**config.mk**
```make
export PLATFORM = sky130hd
export DESIGN_NAME = axis_frame_skid
export DESIGN_NICKNAME = d
export VERILOG_FILES = /design/src/rtl/axis_frame_skid.sv
export SDC_FILE = /design/constraint.sdc
export NUM_CORES = 1
export LEC_CHECK = 0
export ABC_AREA = 1
export BUFFER_PORTS_ARGS = -buffer_cell sky130_fd_sc_hd__buf_2
export CAP_MARGIN = 20
export CORE_ASPECT_RATIO = 0.75
export CORE_MARGIN = 2
export CORE_UTILIZATION = 60
export CTS_CLUSTER_DIAMETER = 50
export DETAILED_ROUTE_END_ITERATION = 8
export PLACE_DENSITY = 0.81
export RECOVER_POWER = 25
export SETUP_SLACK_MARGIN = 0.02
export SLEW_MARGIN = 40
export SYNTH_ARGS = -nofsm -noshare
export SYNTH_HDL_FRONTEND = slang
export SYNTH_SLANG_ARGS = --single-unit
```
**constraint.sdc**
```tcl
create_clock -name clk -period 7.16 [get_ports clk]
set_clock_uncertainty 0.2 [all_clocks]
set_input_delay 1.79 -clock clk [delete_from_list [all_inputs] [get_ports clk]]
set_output_delay 1.79 -clock clk [all_outputs]
set_load 0.03 [all_outputs]
```
**src/rtl/axis_frame_skid.sv**
```systemverilog
`default_nettype none
// ============================================================================
// axis_frame_skid : tlast-inserting AXI-Stream front end with 2-entry skid
// Revision 1.0
// ============================================================================
module axis_frame_skid #(
   parameter int DATA_WIDTH = 16,
   parameter int LEN_WIDTH  = 16,
   parameter int CNT_WIDTH  = 32
) (
   input  logic                  clk,
   input  logic                  rst_n,
   input  logic [DATA_WIDTH-1:0] s_tdata,
   input  logic                  s_tvalid,
   output logic                  s_tready,
   output logic [DATA_WIDTH-1:0] m_tdata,
   output logic                  m_tvalid,
   output logic                  m_tlast,
   input  logic                  m_tready,
   input  logic [LEN_WIDTH-1:0]  frame_len,
   input  logic                  flush,
   output logic [CNT_WIDTH-1:0]  frames_done
);

   logic                  s_acc;
   logic                  m_acc;
   logic [LEN_WIDTH-1:0]  beat_cnt;
   logic [LEN_WIDTH-1:0]  len_q;
   logic [LEN_WIDTH-1:0]  eff_len;
   logic [LEN_WIDTH:0]    beat_next;
   logic                  flush_pend;
   logic                  in_last;
   logic [DATA_WIDTH-1:0] skid_data;
   logic                  skid_last;
   logic                  skid_valid;

   assign s_acc = s_tvalid & s_tready;
   assign m_acc = m_tvalid & m_tready;

   // The first beat of a frame uses the live frame_len; later beats use the latched copy.
   assign eff_len   = (beat_cnt == '0) ? frame_len : len_q;
   assign beat_next = {1'b0, beat_cnt} + (LEN_WIDTH + 1)'(1);
   assign in_last   = (beat_next >= {1'b0, eff_len}) | flush_pend | flush;

   always_ff @(posedge clk) begin
      if (!rst_n) begin
         beat_cnt   <= '0;
         len_q      <= '0;
         flush_pend <= 1'b0;
      end else if (s_acc) begin
         if (beat_cnt == '0) begin
            len_q <= frame_len;
         end
         if (in_last) begin
            beat_cnt   <= '0;
            flush_pend <= 1'b0;
         end else begin
            beat_cnt <= beat_next[LEN_WIDTH-1:0];
         end
      end else if (flush) begin
         flush_pend <= 1'b1;
      end
   end

   // Skid state is implied by {m_tvalid, skid_valid}: EMPTY, BUSY, FULL.
   always_ff @(posedge clk) begin
      if (!rst_n) begin
         m_tvalid   <= 1'b0;
         m_tdata    <= '0;
         m_tlast    <= 1'b0;
         s_tready   <= 1'b1;
         skid_valid <= 1'b0;
         skid_data  <= '0;
         skid_last  <= 1'b0;
      end else if (!m_tvalid) begin
         if (s_acc) begin
            m_tdata  <= s_tdata;
            m_tlast  <= in_last;
            m_tvalid <= 1'b1;
         end
      end else if (!skid_valid) begin
         if (s_acc && m_acc) begin
            m_tdata <= s_tdata;
            m_tlast <= in_last;
         end else if (s_acc) begin
            skid_data  <= s_tdata;
            skid_last  <= in_last;
            skid_valid <= 1'b1;
            s_tready   <= 1'b0;
         end else if (m_acc) begin
            m_tvalid <= 1'b0;
         end
      end else if (m_acc) begin
         m_tdata    <= skid_data;
         m_tlast    <= skid_last;
         skid_valid <= 1'b0;
         s_tready   <= 1'b1;
      end
   end

   always_ff @(posedge clk) begin
      if (!rst_n) begin
         frames_done <= '0;
      end else if (m_acc && m_tlast) begin
         frames_done <= frames_done + CNT_WIDTH'(1);
      end
   end

endmodule
`default_nettype wire
```
==> run metrics <==
status complete, but fails checks; failing checks capacitance limit, slew limit; total power 1130 uW; Static Leak 0.00239 uW; IO buf count 87; ant diodes 0; Slew HR -14.1%; Area growth, synth to finish 13.4%; final hold violation count 0; synth top area cells dfxtp_1 41%, nand2_1 9.6%, o21ai_0 7.9%, inv_1 6.7%, nor2_1 5.0%; FF-to-FF Start beat_cnt[0]$_SDFFE_PN0P_; CTS Hold Bufs 0; Worst Max-Slew Pin Slew 1710 ps; Via density 5.50; layout net count 816; Crit Path Max Fanout 49; CTS tree built; Avg Cell Area, Syn 7.33 um2; Post-CTS Resized 0; Post-DP Area 0.00550 mm2; synthesized net count 739; per-cell routed wire length 14.2 um; setup violators final 0; crit share post-route 67.5%; sequential area share after synthesis 40.8%; largest net degree at the start of global routing 50; Netlist cell types 37; cts bufs inserted 9; cells after synthesis 683; TritonCTS Sinks 102; GRT Util Overall 28.4%; Core Rows 28; CP required 7260 ps; IO Pins 88; hold path startpoint frames_done[21]$_SDFFE_PN0P_; area leader, netlist dfxtp_1; synth warn 0; WP data arrival 4930 ps; Hold Crit Class flip-flop to flip-flop; HPWL after DPL 9000 um; DRC violations left 0; fraction of layout cells with a size suffix above 1 13.5%; Die ar. 0.00909 mm2; final max-slew violation count 50; RSZ-0062 raised after global routing false; Worst-path clk slew 100 ps; via count 4789; CP Capture Type flip-flop; clock latency on the worst-skew pair 380 ps; Finished Cell Area 0.00567 mm2; cell area after synthesis 0.00500 mm2; Worst Setup Start Kind input pin; Yosys top cell area share 40.8%; CTS root buf clkbuf_8; pwr/cell area 199 mW/mm2; Initial Utilization 62.6%; Tmin final 4840 ps; gpl congestion 0.991; critical path class input pin to flip-flop; GRT overflow 0; Peak VDD IR 0.148 mV; vias in the first global route 4536; Setup TNS 0 ps; Detail Route Antenna Nets 0; setup ws final 2320 ps; final WL 12300 um; post-CTS setup buffer count 0; Worst setup startpoint rst_n; post-synthesis register bit count 102; htree depth 3; Pre-Repair DR Iteration Count 6; post-place setup slack 2800 ps; first-pass GRT wire length 20800 um; Max Cap Viol 1; Die X 109 um; CTS max path bufs 2; 1st-iter DRT viols 340; number of antenna violations at the first check in global routing 0; Max Clk Rate 207 MHz; Core ar. 0.00799 mm2; DIE HEIGHT 83.1 um
==> cell usage in the layout, fill, tap and decap left out, drive strengths merged <==
cell type,instances
a21o,1
xor2,18
or2,1
a211oi,2
nor3,27
nand3b,2
ha,19
nor2,72
bufinv,1
dfxtp,102
nand2,133
o21a,3
clkinvlp,1
clkinv,4
nand4,8
buf,60
o211ai,1
inv,95
nor3b,4
nand3,27
clkbuf,38
o22ai,16
a31oi,18
o21ai,79
nor4,5
a221oi,1
xnor2,1
a21oi,26
==> critical path, cell delays in order <==
cell,delay [ps]
clkbuf_1,1200
inv_1,840
nor2_1,500
inv_2,310
o22ai_1,260
==> layer usage <==
layer / global-route usage (%) / vias up / share of wire (%)
met5: 0 / - / 0
met4: 6.44 / 0 / 1.0
met3: 7.14 / 15 / 7.5
met2: 43.0 / 161 / 43
met1: 40.7 / 2205 / 49
li1: - / 2408 / -
==> per-stage QoR <==
stage | util, % | instances | hold WS (ps)
6_report | 71.0 | 870 | 279
5_1_grt | 71.0 | 870 | 309
4_1_cts | 71.5 | 870 | 281
3_5_place_dp | 68.8 | 854 | 266
3_3_place_gp | 68.7 | 853 | 257
2_1_floorplan | - | 683 | 243
==> report_power, final <==
part / switching, uW / leakage [uW] / total (uW) / internal, uW
clock: 224 / 0.000106 / 394 / 171
combinational: 94.7 / 0.00145 / 135 / 40.8
sequential: 11.5 / 0.000831 / 602 / 590
==> kinds of logic after synthesis <==
family,Yosys count,synth area share [%]
AO/OA/AOI/OAI,147,16.0
AND/OR/NAND/NOR,279,26.2
XOR/XNOR,19,3.33
buffers and inverters,117,8.93
adder cells (fa/ha/maj),19,4.75
flip-flops,102,40.8
==> synth_stat cells <==
| cell type | number |
|---|---|
| a221oi_1 | 1 |
| nor2_2 | 2 |
| o21a_1 | 3 |
| clkbuf_1 | 22 |
| xor2_1 | 18 |
| nor3_2 | 4 |
| inv_1 | 89 |
| o21ai_0 | 79 |
| nand3_2 | 1 |
| nand2_1 | 128 |
| nand4_2 | 1 |
| o22ai_1 | 16 |
| nor2_1 | 67 |
| buf_6 | 1 |
| xnor2_1 | 1 |
| a211oi_1 | 2 |
| ha_1 | 19 |
| dfxtp_1 | 102 |
| a21oi_1 | 26 |
| nand2_2 | 5 |
| nand4_4 | 1 |
| inv_2 | 3 |
| a21o_1 | 1 |
| clkinv_1 | 2 |
| or2_2 | 1 |
| a31oi_1 | 18 |
| nor4_1 | 5 |
| nand4_1 | 6 |
| nor3_1 | 21 |
| nand3_1 | 24 |
| o211ai_1 | 1 |
| nand3_4 | 2 |
| nor3b_1 | 3 |
| nor3b_2 | 1 |
| nor3_4 | 2 |
| nand3b_1 | 2 |
| nor2_4 | 3 |
==> final timing paths <==
path                                  end  slack [ps]  depth (start not counted)
max                 len_q[5]$_SDFFE_PN0P_        2320                          5
min          frames_done[21]$_SDFFE_PN0P_         280                          2
max reg2reg      beat_cnt[1]$_SDFFE_PN0P_        3300                         17
min reg2reg  frames_done[21]$_SDFFE_PN0P_         280                          2
==> area by class of cell <==
| type | count | area [um2] |
|---|---|---|
| clock buffer | 9 | 124 |
| clock inverter | 7 | 88.8 |
| fill | 674 | 2310 |
| inverter | 94 | 353 |
| multi-input combinational | 464 | 2520 |
| sequential | 102 | 2040 |
| tap | 105 | 131 |
| timing repair buffer | 89 | 414 |
==> registers in the layout, indices dropped and copies added (netlist names) <==
signal	count
frames_done	32
beat_cnt	16
len_q	16
m_tdata	16
skid_data	16
flush_pend	1
m_tlast	1
m_tvalid	1
s_tready	1
skid_last	1
skid_valid	1
(Power assumes the default switching activity.)
